$ cat src/rtl/usb_serial_rx_buffer.sv
// usb_serial_rx_buffer
//   Receive-side byte buffer between the USB-serial core and a byte consumer.
//   Bytes strobed on recv_valid are written into a 2^ASIZE x 8 synchronous-read
//   memory and forwarded through a one-byte output register with a
//   valid/ready handshake. Bytes arriving while the memory is full are dropped
//   and counted.
//
// Ports
//   clk, rst         : clock, synchronous active-high reset
//   recv_data/valid  : incoming byte and its one-cycle strobe (no backpressure)
//   out_data/valid   : byte presented to the consumer
//   out_ready        : consumer accepts out_data when out_valid is high
//   level            : bytes held (memory count plus output register)
//   line_avail       : at least one 0x0A byte is held
//   overflow         : sticky flag, set when a byte is dropped
//   drop_cnt         : saturating count of dropped bytes
//   clr_overflow     : one-cycle clear of overflow and drop_cnt
module usb_serial_rx_buffer #(
    parameter int unsigned ASIZE = 8
) (
    input  logic             clk,
    input  logic             rst,
    input  logic [7:0]       recv_data,
    input  logic             recv_valid,
    output logic [7:0]       out_data,
    output logic             out_valid,
    input  logic             out_ready,
    output logic [ASIZE:0]   level,
    output logic             line_avail,
    output logic             overflow,
    output logic [15:0]      drop_cnt,
    input  logic             clr_overflow
);

    localparam int unsigned DEPTH = 1 << ASIZE;

    logic [7:0]     mem [DEPTH];

    logic [ASIZE:0] wptr_q, wptr_d;
    logic [ASIZE:0] rptr_q, rptr_d;
    logic [ASIZE:0] line_cnt_q, line_cnt_d;
    logic [7:0]     out_data_q;
    logic           out_valid_q, out_valid_d;
    logic           overflow_q, overflow_d;
    logic [15:0]    drop_cnt_q, drop_cnt_d;

    logic empty, full, wr_en, drop, consume, load, wr_nl, rd_nl;

    assign empty   = (wptr_q == rptr_q);
    assign full    = (wptr_q == {~rptr_q[ASIZE], rptr_q[ASIZE-1:0]});
    assign wr_en   = recv_valid && !full;
    assign drop    = recv_valid && full;
    assign consume = out_valid_q && out_ready;
    // Refill the output register whenever it is free or being emptied this cycle.
    assign load    = !empty && (!out_valid_q || out_ready);
    assign wr_nl   = wr_en && (recv_data == 8'h0A);
    assign rd_nl   = consume && (out_data_q == 8'h0A);

    always_comb begin
        wptr_d      = wptr_q;
        rptr_d      = rptr_q;
        out_valid_d = out_valid_q;
        line_cnt_d  = line_cnt_q;
        overflow_d  = overflow_q;
        drop_cnt_d  = drop_cnt_q;

        if (wr_en) begin
            wptr_d = wptr_q + 1'b1;
        end

        if (load) begin
            rptr_d      = rptr_q + 1'b1;
            out_valid_d = 1'b1;
        end else if (consume) begin
            out_valid_d = 1'b0;
        end

        case ({wr_nl, rd_nl})
            2'b10:   line_cnt_d = line_cnt_q + 1'b1;
            2'b01:   line_cnt_d = line_cnt_q - 1'b1;
            default: line_cnt_d = line_cnt_q;
        endcase

        // A drop in the same cycle as a clear restarts the count at one.
        if (drop) begin
            overflow_d = 1'b1;
            if (clr_overflow) begin
                drop_cnt_d = 16'd1;
            end else if (drop_cnt_q != '1) begin
                drop_cnt_d = drop_cnt_q + 16'd1;
            end
        end else if (clr_overflow) begin
            overflow_d = 1'b0;
            drop_cnt_d = '0;
        end
    end

    always_ff @(posedge clk) begin
        if (rst) begin
            wptr_q      <= '0;
            rptr_q      <= '0;
            out_valid_q <= 1'b0;
            line_cnt_q  <= '0;
            overflow_q  <= 1'b0;
            drop_cnt_q  <= '0;
        end else begin
            wptr_q      <= wptr_d;
            rptr_q      <= rptr_d;
            out_valid_q <= out_valid_d;
            line_cnt_q  <= line_cnt_d;
            overflow_q  <= overflow_d;
            drop_cnt_q  <= drop_cnt_d;
        end
    end

    // Memory array has no reset so it maps onto block RAM.
    always_ff @(posedge clk) begin
        if (wr_en && !rst) begin
            mem[wptr_q[ASIZE-1:0]] <= recv_data;
        end
    end

    // Synchronous read port doubles as the output register.
    always_ff @(posedge clk) begin
        if (rst) begin
            out_data_q <= '0;
        end else if (load) begin
            out_data_q <= mem[rptr_q[ASIZE-1:0]];
        end
    end

    assign out_data   = out_data_q;
    assign out_valid  = out_valid_q;
    assign level      = (wptr_q - rptr_q) + {{ASIZE{1'b0}}, out_valid_q};
    assign line_avail = (line_cnt_q != '0);
    assign overflow   = overflow_q;
    assign drop_cnt   = drop_cnt_q;

endmodule

$ cat config.mk
export PLATFORM = sky130hd
export DESIGN_NAME = usb_serial_rx_buffer
export DESIGN_NICKNAME = d
export VERILOG_FILES = /design/src/rtl/usb_serial_rx_buffer.sv
export SDC_FILE = /design/constraint.sdc
export NUM_CORES = 2
export LEC_CHECK = 0
export CORE_MARGIN = 8
export CORE_UTILIZATION = 40
export CTS_CLUSTER_SIZE = 30
export DETAILED_ROUTE_END_ITERATION = 6
export PLACE_DENSITY = 0.65
export SYNTH_ARGS = -nofsm -noshare
export SYNTH_HDL_FRONTEND = slang
export SYNTH_SLANG_ARGS = --single-unit
$ cat constraint.sdc
create_clock -name clk -period 5.1 [get_ports clk]
set_clock_uncertainty 0.1 [all_clocks]
set_input_delay 1.53 -clock clk [delete_from_list [all_inputs] [get_ports clk]]
set_output_delay 1.53 -clock clk [all_outputs]
set_load 0.02 [all_outputs]
* Yosys cells after proc, flatten, opt, wreduce, memory -nomap -nowiden
Memory sizes are Yosys's and may differ from the RTL's. A register that Yosys moved wholly into a read port is not among the register bits.
Index checks and enable logic that the tools add are counted.
** Word-level totals
- RAM bits :: 2048
- Bits in read-only memories :: 0
- Memories kept :: 1
- Output and inout port bits :: 36
- Logic and storage cells :: 51
- Latch bits :: 0
- Flip-flop bits (word level) :: 45
** Memory list
- mem :: words 256, bits a word 8, read ports 1, clocked after Yosys merged registers in 1, write ports 1, line 37 : logic [7:0] mem [DEPTH];
** Cells by class
- Shift operators :: 0
- Magnitude comparators :: 0
- Div/mod/pow operators :: 0
- Reduce and logical (&&, ||, !) cells :: 18
- Bitwise logic cells :: 1
- Add/subtract/negate cells :: 7
- $mul :: 0
- Eq/ne operators :: 7
- Multiplexer cells :: 11
** Operators with widths (number)
- $mux W16 :: 4
- $add A9 B1 Y9 const B :: 3
- $eq A9 B9 Y1 :: 2
- $pmux W9 S2 :: 1
- $add A16 B1 Y16 const B :: 1
- $eq A8 B4 Y1 const B :: 2
- $ne A16 B16 Y1 const B :: 1
- $add A9 B1 Y9 :: 1
- $reduce_bool A9 Y1 :: 1
- $sub A9 B1 Y9 const B :: 1
- $sub A9 B9 Y9 :: 1
- $reduce_bool A2 Y1 :: 4
- $logic_and A1 B1 Y1 :: 7
- $mux W1 :: 6
- $logic_not A1 Y1 :: 4
- $eq A2 B1 Y1 const B :: 1
- $eq A2 B2 Y1 const B :: 1
- $reduce_and A2 Y1 :: 1
- $logic_or A1 B1 Y1 :: 1
- $not A1 Y1 :: 1

* Longest topological paths before layout
- Depth in word-level cells :: 7
- Gate-level depth with buffers :: 22

* Worst setup path after synthesis
Ideal clock, no wire load.
- Kind :: register to output
- Start point :: register rptr_q[2]
- End point :: output level[8]
- Arrival :: 3256 ps
- Buffers on the path :: 5
- Cell stages (with the launch flop) :: 17
- Slack :: 214 ps
- Required time :: 3470 ps
- Cell sequence :: dfxtp_1 > buf_2 > buf_4 > inv_2 > buf_2 > buf_2 > buf_2 > ha_1 > ha_1 > nor2b_1 > o21ai_0 > a21boi_0 > o21ai_0 > nand2b_1 > a21o_1 > a21oi_1 > xnor2_1
** Between the ends
- Cells in the longest elaborated chain, start to end :: 2
** RTL lines
- start: declaration :: line 40 : logic [ASIZE:0] rptr_q, rptr_d;
- start signal: assignment :: line 108 : rptr_q <= rptr_d;
- $sub A9 B9 Y9 :: line 134 : assign level = (wptr_q - rptr_q) + {{ASIZE{1'b0}}, out_valid_q};
- $add A9 B1 Y9 :: line 134
- end: declaration :: line 28 : output logic [ASIZE:0] level,
Every way passes these cells.

* Final worst setup path
- Start point :: register rptr_q[1]
- End point :: output level[7]
Same word-level chain as after synthesis.

==> impl_metrics.tcl <==
set metrics [dict create \
    status "finished clean" \
    syn-instance-count 4119 \
    synth_top_area_cell "edfxtp_1" \
    crit_slowest_cell "dfxtp_4" \
    synth_edf_count 2048 \
    finalSetupViolCount 0 \
    multi_input_area_sq_um 19100 \
    cp_top_family "compound AO/OA/AOI/OAI gates" \
    synth_area_leaders "edfxtp_1, mux4_2, mux4_1" \
    gr-total-overflow 0 \
    syn_nets 4164 \
    cts_tree "done" \
    fp.dieH_um 472 \
    finalWirelength_um 220000 \
    intPower_mw 30.6 \
    clk_pin_slew_ns 0.06 \
    path_cells "inv_2 -> ha_1 -> ha_1 -> a21o_1 -> a21oi_1 -> o21ai_0 -> a21oi_1 -> o21bai_1 -> a21oi_1 -> xnor2_1 -> clkdlybuf4s15_2" \
    critical-path-max-stage-delay_ns 0.36 \
    core_sq_um 207000 \
    hpwlAfterDp_um 135000 \
    cts.sinks 2101 \
    firstDrtPassIters 5 \
    cp_data_required_time_ns 3.47 \
    power.density_nw_per_um2 430 \
    cts_buffers 196 \
    hold_violations 0 \
    grt_pass1_vias 42900 \
    start_util_pct 40.2 \
    finalMaxSlewViolations 0 \
    die_area_sq_um 223000 \
    nFillCells 17200 \
    ys_seq_elements 2101 \
    synth_cell_types 76 \
    reg2regPathDepth 8 \
    max-slew-margin-rel_pct 20.0 \
    dp.cells 7099 \
    rows 167 \
    endpoint_kind "primary output" \
    path_depth 11 \
    finalCritPeriodShare_pct 96.7 \
    yosys_warnings 0 \
    gp_congestion 0.881 \
    switching_share_pct 25.5 \
    cp_common_cell "a21oi_1" \
    via_per_inst 5.76 \
    grtUsageMet1_pct 25.2 \
    max_freq_ghz 0.203 \
    cp_max_fo 3 \
    drt-initial-drc-count 4936 \
    stdcell_count 7468 \
    peakVddDrop_mv 0.365 \
    antenna_found_initial 4 \
    drtAntennaViolNets 0 \
    clock_power_share_pct 36.3 \
    clock_path_buffers 3 \
    vias 43000 \
    grt_pass1_wl_um 314000 \
    maxCapViolCount 0 \
    worst-path-buf-inv 2 \
    avgSynthCellArea_sq_um 20.2 \
    area_growth_pct 14.5 \
    leakage_nw 29.9 \
    setup_tns_ns 0 \
    ys_top_cells_by_count "edfxtp_1, mux4_2, nor2_1" \
    io_pins 49 \
    busiest_layer "met2" \
    clock_latency_ns 0.85 \
    pwr-share-seq_pct 46.5 \
    synth_ff_type "edfxtp_1" \
    fin_nets 4555 \
    drive_gt1_share_pct 24.6 \
    cp-start-kind "flop" \
    layout_min_cycle_time_ns 4.93 \
    met2_usage_pct 31.2 \
    tightest_slew_ns 1.20 \
    cp.arrival_ns 3.30 \
    grt_usage_pct 19.3 \
    seqCellArea_sq_um 62600 \
    drcViolationCount 0 \
    synth_seq_area_share_pct 75.1 \
    met3_usage_pct 4.08 \
    drt-wirelength-per-cell_um 29.5 \
    p_switching_mw 10.5 \
    h-tree-depth 4 \
    die_w_um 472 \
    rsz0062_at_grt "no" \
    grt_max_degree 213 \
    async_flop_share_pct 0 \
    path_class "reg -> out" \
    synth.most_common_cell "edfxtp_1" \
    hold_depth 2 \
    synth_top_area_share_pct 73.8 \
    combPwrFrac_pct 17.2 \
    root_buffer "clkbuf_16" \
    min_path_type "reg -> reg" \
    io_buffers 48 \
    netlist_area_sq_um 83300 \
]
==> area by class of cell <==
cell class / instances / share of cell area, %
diodes: 3 / 0.00787
clock buffers: 228 / 5.33
clock inverters: 137 / 1.55
inverters: 19 / 0.0826
multi-input cells: 1762 / 20.0
flip-flops and latches: 2101 / 65.6
well taps: 2788 / 3.66
repair buffers: 430 / 3.78
==> power by group through the flow <==
stage	Clock, mW	Sequential (mW)	Combinational [mW]
4_1_cts	15.1	19.1	7.13
2_1_floorplan	0	19.4	5.05
5_1_grt	15.7	19.1	7.42
3_5_place_dp	0	19.4	7.11
6_report	14.9	19.1	7.08
3_3_place_gp	0	19.4	7.08
==> registers in the layout, summed over array words and instances, names as in the netlist <==
register	cells
drop_cnt	16
mem	2048
line_cnt_q	9
overflow	1
wptr_q	9
rptr_q	9
out_data	8
out_valid	1
==> per-layer routing <==
layer | share of wire, % | vias up
li1 | - | 17800
met1 | 38 | 22700
met2 | 48 | 2023
met3 | 8.7 | 443
met4 | 4.8 | 2
met5 | 0.0064 | -
==> cell usage in the layout, fill, tap and decap left out, drive strengths merged, types with 6 or more instances in the layout <==
| cell | instances |
|---|---|
| a21oi | 78 |
| a41oi | 6 |
| and2 | 11 |
| xor2 | 18 |
| o221ai | 14 |
| clkbuf | 236 |
| o22ai | 19 |
| or3 | 8 |
| mux2i | 170 |
| ha | 30 |
| a211oi | 18 |
| clkdlybuf4s50 | 35 |
| edfxtp | 2048 |
| nor3 | 32 |
| nand2 | 143 |
| nand2b | 11 |
| inv | 25 |
| mux4 | 476 |
| nor2b | 13 |
| a31oi | 10 |
| o211ai | 11 |
| a22oi | 53 |
| nor4 | 9 |
| buf | 384 |
| nand4 | 17 |
| nand3 | 46 |
| and3 | 14 |
| dfxtp | 53 |
| clkinvlp | 7 |
| nor2 | 355 |
| bufinv | 25 |
| o21ai | 57 |
| xnor2 | 22 |
| a221oi | 32 |
| clkinv | 99 |
| mux2 | 15 |
==> worst paths after layout <==
kind                                              from  slack, ns                        to
worst max-delay path            rptr_q[1]$_SDFFE_PP0P_       0.17                  level[7]
worst min-delay path             overflow$_SDFFE_PP0P_       0.38     overflow$_SDFFE_PP0P_
worst min register to register   overflow$_SDFFE_PP0P_       0.38     overflow$_SDFFE_PP0P_
worst max register to register  rptr_q[0]$_SDFFE_PP0P_       0.74  out_data[5]$_SDFFE_PP0P_
==> kinds of logic after synthesis <==
kind of cell,synth area share (%)
mux,15.5
buf+inv,2.09
simple gates,3.55
xor+xnor,0.421
flops,75.1
compound gates,2.86
fa+ha+maj,0.499
==> per-stage QoR <==
step / power, mW / hold WS, ns / instance area, sq um / setup WS, ns / util, %
2_1_floorplan: 24.5 / 0.359 / 83300 / 0.214 / -
6_report: 41.1 / 0.377 / 95400 / 0.167 / 46.1
5_1_grt: 42.2 / 0.402 / 95400 / 0.0126 / 46.1
3_5_place_dp: 26.6 / 0.367 / 88800 / 0.153 / 42.9
4_1_cts: 41.3 / 0.378 / 95400 / 0.0150 / 46.1
3_3_place_gp: 26.5 / 0.366 / 88800 / 0.107 / 42.9
==> worst min-delay path: cells and delay by family (launching register included) <==
kind / cells / cell delay [ns]
flops: 1 / 0.31
compound gates: 1 / 0.06
simple gates: 1 / 0.06
==> what timing repair did <==
| action | in CTS | in global routing |
|---|---|---|
| setup endpoints to repair | 5 | 4 |
| pin swaps | 1 | 5 |
| gates cloned | 0 | 0 |
| resized for setup | 10 | 7 |
| setup buffers | 0 | 1 |
| hold buffers | 0 | 0 |
Note: power is estimated with default switching activity, not from simulation.
